## src/rtl/adc_frame_align_ctrl.sv

```systemverilog
`timescale 1ns/1ps
`default_nettype none
// +--------------------------------------------------------------------------+
// | adc_frame_align_ctrl: bitslip training, frame lock and gated lane data.  |
// | Option macro: ADC_LOCK_MONITOR_EN (lock monitoring and retrain)          |
// | Revision: 1.0                                                            |
// +--------------------------------------------------------------------------+
module adc_frame_align_ctrl #(
  parameter int          AdcChnls     = 8,
  parameter int          AdcWireMode  = 1,
  parameter int          AdcBits      = 12,
  parameter logic [15:0] FrmPattern   = 16'b0000111111000000,
  parameter int          SettleCycles = 4,
  parameter int          LockCount    = 16,
  parameter int          MissLimit    = 3
) (
  input  logic                                   FrmClk,
  input  logic                                   FrmRst_n,
  input  logic                                   BitClkDone,
  input  logic                                   ReAlign,
  input  logic [15:0]                            FrmWord,
  input  logic [16*AdcChnls*AdcWireMode-1:0]     LaneData,
  output logic                                   FrmBitslip,
  output logic                                   FrmAlignDone,
  output logic                                   FrmAlignErr,
  output logic [4:0]                             SlipCnt,
  output logic [7:0]                             LockLossCnt,
  output logic [16*AdcChnls*AdcWireMode-1:0]     AdcData,
  output logic [AdcChnls*AdcWireMode-1:0]        AdcDataValid
);

  localparam int         LANES       = AdcChnls * AdcWireMode;
  localparam int         FRM_W       = AdcBits / AdcWireMode;
  localparam logic [4:0] SLIP_MAX    = 5'(2 * FRM_W);
  localparam logic [3:0] SETTLE_LOAD = 4'(SettleCycles);
  localparam logic [7:0] LOCK_LAST   = 8'(LockCount - 1);

  localparam logic [2:0] ST_IDLE   = 3'd0;
  localparam logic [2:0] ST_CHECK  = 3'd1;
  localparam logic [2:0] ST_SLIP   = 3'd2;
  localparam logic [2:0] ST_SETTLE = 3'd3;
  localparam logic [2:0] ST_LOCKED = 3'd4;
  localparam logic [2:0] ST_FAIL   = 3'd5;

  logic [2:0] state;
  logic [2:0] nxt;
  logic [7:0] match_cnt;
  logic [3:0] set_cnt;
  logic       match;
  logic       realign_go;
  logic       miss_trip;
  logic       unused_hi;

  assign match      = (FrmWord[FRM_W-1:0] == FrmPattern[FRM_W-1:0]);
  assign realign_go = BitClkDone && ReAlign && (state != ST_IDLE);
  assign unused_hi  = ^FrmWord[15:FRM_W];

`ifdef ADC_LOCK_MONITOR_EN
  localparam logic [3:0] MISS_LAST = 4'(MissLimit - 1);
  logic [3:0] miss_cnt;

  assign miss_trip = (state == ST_LOCKED) && !match && (miss_cnt == MISS_LAST);

  // A retrain started by ReAlign is not counted as a lock loss.
  always_ff @(posedge FrmClk) begin
    if (!FrmRst_n) begin
      miss_cnt    <= '0;
      LockLossCnt <= '0;
    end else begin
      miss_cnt <= (state == ST_LOCKED && nxt == ST_LOCKED && !match) ? miss_cnt + 4'd1 : 4'd0;
      if (state == ST_LOCKED && nxt == ST_CHECK && !realign_go && LockLossCnt != 8'hFF)
        LockLossCnt <= LockLossCnt + 8'd1;
    end
  end
`else
  assign miss_trip   = 1'b0;
  assign LockLossCnt = 8'd0;
`endif

  always_comb begin
    nxt = state;
    if (!BitClkDone) begin
      nxt = ST_IDLE;
    end else if (realign_go) begin
      nxt = ST_CHECK;
    end else begin
      case (state)
        ST_IDLE:   nxt = ST_CHECK;
        ST_CHECK: begin
          if (match) begin
            if (match_cnt == LOCK_LAST) nxt = ST_LOCKED;
          end else if (SlipCnt == SLIP_MAX) begin
            nxt = ST_FAIL;
          end else begin
            nxt = ST_SLIP;
          end
        end
        ST_SLIP:   nxt = ST_SETTLE;
        ST_SETTLE: if (set_cnt <= 4'd1) nxt = ST_CHECK;
        ST_LOCKED: if (miss_trip) nxt = ST_CHECK;
        ST_FAIL:   nxt = ST_FAIL;
        default:   nxt = ST_IDLE;
      endcase
    end
  end

  always_ff @(posedge FrmClk) begin
    if (!FrmRst_n) begin
      state        <= ST_IDLE;
      match_cnt    <= '0;
      set_cnt      <= '0;
      SlipCnt      <= '0;
      FrmBitslip   <= 1'b0;
      FrmAlignDone <= 1'b0;
      FrmAlignErr  <= 1'b0;
      AdcData      <= '0;
      AdcDataValid <= '0;
    end else begin
      state        <= nxt;
      FrmBitslip   <= (nxt == ST_SLIP);
      FrmAlignErr  <= (nxt == ST_FAIL);
      // Done rises one cycle after LOCKED is entered and drops as soon as it is left.
      FrmAlignDone <= (state == ST_LOCKED) && (nxt == ST_LOCKED);

      match_cnt <= (state == ST_CHECK && nxt == ST_CHECK && match && !realign_go)
                   ? match_cnt + 8'd1 : 8'd0;

      if (nxt == ST_SLIP)
        SlipCnt <= SlipCnt + 5'd1;
      else if (nxt == ST_IDLE || realign_go ||
               (nxt == ST_CHECK && (state == ST_IDLE || state == ST_LOCKED)))
        SlipCnt <= '0;

      if (nxt == ST_SETTLE && state == ST_SLIP)
        set_cnt <= SETTLE_LOAD;
      else if (nxt == ST_SETTLE)
        set_cnt <= set_cnt - 4'd1;
      else
        set_cnt <= '0;

      AdcData      <= FrmAlignDone ? LaneData : '0;
      AdcDataValid <= {LANES{FrmAlignDone}};
    end
  end

endmodule
`default_nettype wire

```

## config.mk

```make
export PLATFORM = sky130hd
export DESIGN_NAME = adc_frame_align_ctrl
export DESIGN_NICKNAME = d
export VERILOG_FILES = /design/src/rtl/adc_frame_align_ctrl.sv
export SDC_FILE = /design/constraint.sdc
export NUM_CORES = 1
export LEC_CHECK = 0
export ABC_AREA = 1
export CAP_MARGIN = 0
export CELL_PAD_IN_SITES_DETAIL_PLACEMENT = 0
export CELL_PAD_IN_SITES_GLOBAL_PLACEMENT = 1
export CORE_MARGIN = 2
export CORE_UTILIZATION = 26
export CTS_CLUSTER_SIZE = 8
export DETAILED_ROUTE_END_ITERATION = 12
export HOLD_SLACK_MARGIN = 0.08
export PLACE_DENSITY_LB_ADDON = 0.08
export REMOVE_ABC_BUFFERS = 1
export SETUP_SLACK_MARGIN = 0.05
export SYNTH_ARGS = -nofsm -noshare
export SYNTH_HDL_FRONTEND = slang
export SYNTH_SLANG_ARGS = --single-unit
```

## constraint.sdc

```tcl
create_clock -name FrmClk -period 2.06 [get_ports FrmClk]
set_clock_uncertainty 0.1 [all_clocks]
set_input_delay 0.309 -clock FrmClk [delete_from_list [all_inputs] [get_ports FrmClk]]
set_output_delay 0.309 -clock FrmClk [all_outputs]
set_load 0.05 [all_outputs]
```

==> summary.txt, run 1 <==
Final layout
  • Layout cell share with drive strength beyond 1: 9.35%
  • Ant diodes: 0
  • Fin nets: 1038
  • Register area: 0.00304 mm²
  • Final Non-Filler Cells: between 1000 and 1500
  • Area Overhead vs Synth: 74.9%
  • Area of the multi-input gates: 0.00131 mm²
  • Fillers: a little under 2000

Synth
  • Most frequent cell after synthesis: nor2_1
  • Async set or reset register ratio after synthesis: 0%
  • Number of synthesized flops with an enable pin: 0
  • Synth top area share: between 60% and 70%
  • Ys Warns: 0
  • Synth Instances: 592
  • Syn avg cell area: 8.56 µm²
  • Synth Cell Area: between 0.005 and 0.006 mm²
  • Synth top cells by count: nor2_1, dfxtp_1, inv_1, nand2_1
  • Seq/Total Area, Yosys: 60.1%
  • Area contributors post-synth: dfxtp_1, nor2_1, inv_1
  • Synth unique cells: 31
  • Flops & latches, synth: around 150
  • Synth area leader: dfxtp_1
  • Ys flop type: dfxtp_1

Power and ir drop
  • Pwr/cell area: ~730 mW/mm²
  • Leakage: about 0.0047 µW
  • Worst IR Drop VDD: 0.000528 V

Placed design
  • IO buf count: around 290
  • Post-Place Cells: 1131
  • Final GP Congestion: between 0.7 and 0.8
  • HPWL after detailed placement: around 12 mm

Routing
  • Routed via count: between 4000 and 5000
  • Starting DRT DRC Count: between 100 and 150
  • Drt drc: 0
  • Drt via density: around 3.7
  • Pre-antenna DRT Iters: 4
  • WL per Instance: between 10 and 15 µm
  • Post-Route WL: roughly 15 mm
  • Routed Antenna Nets: 0

Worst setup path
  • Critical path arrival: about 1.6 ns
  • Critical Path Fanout Max: 1
  • CP max stage delay: slightly above 0.8 ns
  • Delay-heaviest family, CP: buffers and inverters
  • Crit Path Class: flop to output pin
  • Critical path depth: 1
  • FF-to-FF path depth: 11
  • Critical-path cell list: clkdlybuf4s50_1
  • Critical path buffers and inverters: 1
  • Slowest cell on crit path: clkdlybuf4s50_1
  • CP Capture Type: output pin
  • WP data required: around 1.7 ns
  • Worst setup SP type: flop

Global route
  • Vias in the first global route: approximately 4500
  • First-pass GRT wire length: 23.3 mm
  • Largest net degree at the start of global routing: 35
  • Gr usage total: between 15 and 20%
  • Antenna violations before repair: 0
  • Gr ovfl total: 0

Die
  • IO Pins: 300
  • Die area: a little over 0.02 mm²
  • Chip height: roughly 140 µm
  • Row count: between 50 and 60
  • Core Box Area: just under 0.02 mm²
  • Initial Util: between 20% and 30%
  • Die Width: about 140 µm

Clock network
  • Depth of the CTS H-tree: 4
  • CTS Buf Count: 17
  • Worst-Skew Late Latency: about 0.42 ns
  • Clock-pin slew on the worst setup and hold paths: roughly 0.06 ns
  • CTS tree: built
  • CTS root buf: clkbuf_16
  • Worst-case clock buffer depth: 2
  • Clock Sinks: 152

STA
  • Fin crit period: 1.96 ns
  • Final setup TNS: 0 ns
  • Worst-Margin Slew: 0.593 ns
  • Unrepaired setup endpoints after global routing: yes
  • Setup-failing EPs final: 0
  • Fmax: 511 MHz
  • Final Cycle Share: between 90% and 100%
  • Fin. Hold Viols: 0
  • Slew HR: approximately three fifths
  • Slew Limit Fails: 0

Outcome
  • Run status: finished, final reports clean

Hold path
  • Hold Path Depth: 3
  • Tightest Hold Check Type: primary input to flop

Job
  • Max-cap violations: 0
==> cell families (layout without fill, tap and decap cells) <==
logic type	count (synthesis)	count (layout)	synth area share [%]
fa+ha+maj	5	5	1.23
simple gates	236	236	21.3
compound gates	10	10	1.43
flops	152	152	60.1
buf+inv	182	481	14.8
xor+xnor	6	6	1.04
other cells	1	8	0.0740
==> sequential cells by signal, summed over array words and instances, names as in the netlist <==
signal	count
match_cnt	8
AdcData	128
FrmBitslip	1
AdcDataValid	1
SlipCnt	5
state	3
set_cnt	4
FrmAlignErr	1
FrmAlignDone	1
==> path summary, 6_finish.rpt <==
path            startpoint      endpoint  slack (ns)
max            AdcData[15]   AdcData[15]        0.10
min          LaneData[108]  AdcData[108]        0.30
max reg2reg   match_cnt[0]    SlipCnt[4]        0.27
min reg2reg   match_cnt[0]  match_cnt[0]        0.35
==> area by class of cell <==
class / instances / share of cell area (%)
flip-flops and latches: 152 / 34.3
repair buffers: 297 / 34.0
multi-input cells: 265 / 14.8
inverters: 152 / 6.50
clock buffers: 18 / 4.96
well taps: 265 / 3.74
clock inverters: 14 / 1.68
==> timing repair <==
item	CTS	global route
pin swaps	0	1
buffers inserted	0	0
setup endpoints to repair	20	47
hold buffers	0	0
resized for setup	20	32
==> report_power, final <==
| group | leakage (µW) | internal, µW | switching, µW |
|---|---|---|---|
| Clock | 0.000291 | 1820 | 1260 |
| Combinational | 0.00320 | 282 | 162 |
| Sequential | 0.00122 | 2940 | 5.21 |
==> cells in the final DEF, fill, tap and decap left out, types with 5 or more instances in the layout <==
cell and count:
dfxtp_1 152, nand3_1 15, dlygate4sd2_1 20, nor2_1 156, nand2_4 6, conb_1 8, inv_1 147, nand2_1 35
clkdlybuf4s50_1 228, dlymetal6s2s_1 30, buf_4 16, nand4_1 5, clkbuf_16 17
==> layer usage <==
metal	share of wire [%]	wire, µm	track usage (%)	vias to the layer above
li1	-	-	-	2248
met1	35	5340	14.8	1942
met2	50	7600	25.2	148
met3	13	2010	10.4	17
met4	1.6	248	5.88	0
met5	0	0	0	-
==> metrics by stage <==
stage / area [µm²] / utilization [%] / worst slack (ns) / hold slack, ns / total power [µW]
after floorplan: 4920 / - / -1.19 / 0.318 / 3160
after global placement: 8220 / 42.6 / -0.0492 / 0.329 / 3450
after detailed placement: 8220 / 42.6 / -0.0906 / 0.344 / 3460
after CTS: 8780 / 45.6 / 0.0503 / 0.277 / 6590
after global routing: 8860 / 46.0 / 0.0445 / 0.284 / 6760
final: 8860 / 46.0 / 0.102 / 0.302 / 6480
Power figures use the tool's default switching activity.
==> run 2: changes to the inputs <==
--- a/config.mk
+++ b/config.mk
@@ -20,3 +20,4 @@
 export SYNTH_ARGS = -nofsm -noshare
 export SYNTH_HDL_FRONTEND = slang
 export SYNTH_SLANG_ARGS = --single-unit
+export TNS_END_PERCENT = 10
==> run 2 against run 1 <==
Against the previous run: clock power barely moved; critical path type unchanged; largest power group unchanged; flip-flop and latch count did not move; combinational power barely moved; register-to-register slack barely moved; cell count did not move; fmax fell by 1.2%; global-route usage did not move; via count barely moved; design area fell by 0.82%; worst setup slack got worse by 0.023 ns; critical endpoint is now AdcData[47].
==> summary.txt, run 2 (synthesis results as in run 1) <==
Power and ir drop
  • P_int: 5050 µW
  • Leakage: around 0.0042 µW
  • Flop pwr share: 45.5%
  • Combinational Power Share: a little under 7%
  • Sw frac: between 20 and 25%
  • Clock Power Share: ~48%
  • Overall power: approximately 6500 µW
  • Pwr/cell area: about 740 mW/mm²
  • Worst IR Drop VDD: around 0.00053 V
  • P_sw: 1430 µW

Routing
  • Drt drc: 0
  • Pre-antenna DRT Iters: 6
  • Post-Route WL: 15.2 mm
  • WL per Instance: roughly 13 µm
  • Routed Antenna Nets: 0
  • Starting DRT DRC Count: 146
  • Drt via density: about 3.7
  • Routed via count: between 4000 and 5000

Worst setup path
  • Critical path buffers and inverters: 1
  • WP data required: 1.65 ns
  • Delay-heaviest family, CP: buffers and inverters
  • Worst setup SP type: flop
  • Crit Path Class: flop to output pin
  • Critical Path Fanout Max: 1
  • RR Startpoint: match_cnt[0]
  • CP max stage delay: around 0.85 ns
  • Critical path arrival: between 1.5 and 2 ns
  • FF-to-FF path depth: 11
  • Critical-path cell list: clkdlybuf4s50_1
  • Slowest cell on crit path: clkdlybuf4s50_1
  • Worst reg2reg setup slack: roughly 0.27 ns
  • Reg2Reg Capture Point: SlipCnt[4]
  • CP Capture Type: output pin

Hold path
  • Hold endpoint: AdcData[108]
  • Hold Path Origin: LaneData[108]
  • Hold Path Depth: 3
  • Tightest Hold Check Type: primary input to flop

Final layout
  • Fillers: just under 2000
  • Final cell area excluding filler cells: around 0.0088 mm²
  • Most common cell after layout, fill and taps aside: clkdlybuf4s50_1
  • Register area: around 0.003 mm²
  • Post-route core utilization: a little under half
  • Most frequent cells in the layout: clkdlybuf4s50_1, nor2_1, dfxtp_1, inv_1, nand2_1
  • Layout cell share with drive strength beyond 1: a little under a tenth
  • Final Non-Filler Cells: around 1200
  • Max reg flops: around 130
  • Area Overhead vs Synth: 73.5%
  • Area of the multi-input gates: ~0.0013 mm²
  • Fin nets: between 1000 and 1500
  • Largest registers: AdcData (128), match_cnt (8), SlipCnt (5)
  • Reg with most FFs: AdcData
  • Ant diodes: 0

Placed design
  • HPWL after detailed placement: 12.1 mm
  • IO buf count: ~290
  • Placed cell area: 0.00822 mm²
  • Final GP Congestion: about 0.74
  • Post-Place Cells: 1131

STA
  • Final Cycle Share: 96.2%
  • Final hold slack: between 0.3 and 0.4 ns
  • Worst-Margin Slew: between 0.5 and 0.6 ns
  • Setup-failing EPs final: 0
  • Fin crit period: about 2.0 ns
  • Slew HR: around three fifths
  • Slew Limit Fails: 0
  • Fin. Hold Viols: 0
  • Unrepaired setup endpoints after global routing: yes
  • Fmax: ~500 MHz

Global route
  • GRT Max-Usage Layer: met2
  • Gr ovfl total: 0
  • Antenna violations before repair: 0
  • Largest net degree at the start of global routing: 35
  • Gr usage total: 15.1%
  • Vias in the first global route: 4487
  • First-pass GRT wire length: roughly 23 mm
  • Global routing usage on met3: about a tenth
  • M1 GR Usage: between 10% and 20%
  • Met2 Use GR: 25.2%

Die
  • IO Pins: 300
  • Die Width: about 140 µm
  • Initial Util: a little over a quarter
  • Row count: roughly 50
  • Chip height: ~140 µm
  • Die area: just over 0.02 mm²
  • Core Box Area: 0.0193 mm²

Clock network
  • CTS Buf Count: 17
  • Depth of the CTS H-tree: 4
  • Worst-case clock buffer depth: 2
  • Setup bufs post-CTS: 0
  • CTS tree: built
  • Worst-Skew Late Latency: 0.42 ns
  • Clock-pin slew on the worst setup and hold paths: ~0.07 ns
  • CTS root buf: clkbuf_16
  • Clock Sinks: between 150 and 200

Outcome
  • Run status: finished, final reports clean

Job
  • Max-cap violations: 0
-- run 2: through the flow --
step           TNS, ns  worst slack (ns)
3_5_place_dp    -0.839           -0.0906
6_report             0            0.0786
4_1_cts              0            0.0503
5_1_grt              0            0.0167
2_1_floorplan  -115.79             -1.19
3_3_place_gp    -0.388           -0.0492
-- run 2: power by group through the flow --
stage          logic, µW  registers (µW)  clock network (µW)
2_1_floorplan        143            3020                   0
3_3_place_gp         441            3010                   0
3_5_place_dp         445            3010                   0
4_1_cts              447            2950                3200
5_1_grt              488            2950                3330
6_report             443            2950                3090
-- run 2: layer usage --
metal | up-vias | part of all wire [%]
li1 | 2248 | -
met2 | 146 | 50
met3 | 18 | 13
met1 | 1939 | 35
met5 | - | 0
met4 | 0 | 1.7
-- run 2: worst max path at each step --
stage	start	endpoint	slack [ns]	depth (start not counted)
2_1_floorplan	AdcDataValid[0]	AdcDataValid[0]	-1.19	0
3_3_place_gp	FrmWord[9]	SlipCnt[1]	-0.05	15
3_5_place_dp	FrmWord[9]	match_cnt[2]	-0.09	11
4_1_cts	AdcData[122]	AdcData[122]	0.05	1
5_1_grt	AdcData[55]	AdcData[55]	0.02	1
6_report	AdcData[47]	AdcData[47]	0.08	1
-- run 2: final cells by class --
cell class | count | share of cell area [%]
timing repair buffer | 297 | 33.5
tap | 265 | 3.77
clock buffer | 18 | 5.00
sequential | 152 | 34.6
multi-input combinational | 265 | 14.9
clock inverter | 14 | 1.69
inverter | 152 | 6.55
-- run 2: timing repair --
item / in CTS / in global routing
hold endpoints to repair: 0 / 0
pin swaps: 0 / 1
hold buffers: 0 / 0
gates resized for setup: 20 / 3
setup endpoints to repair: 20 / 47
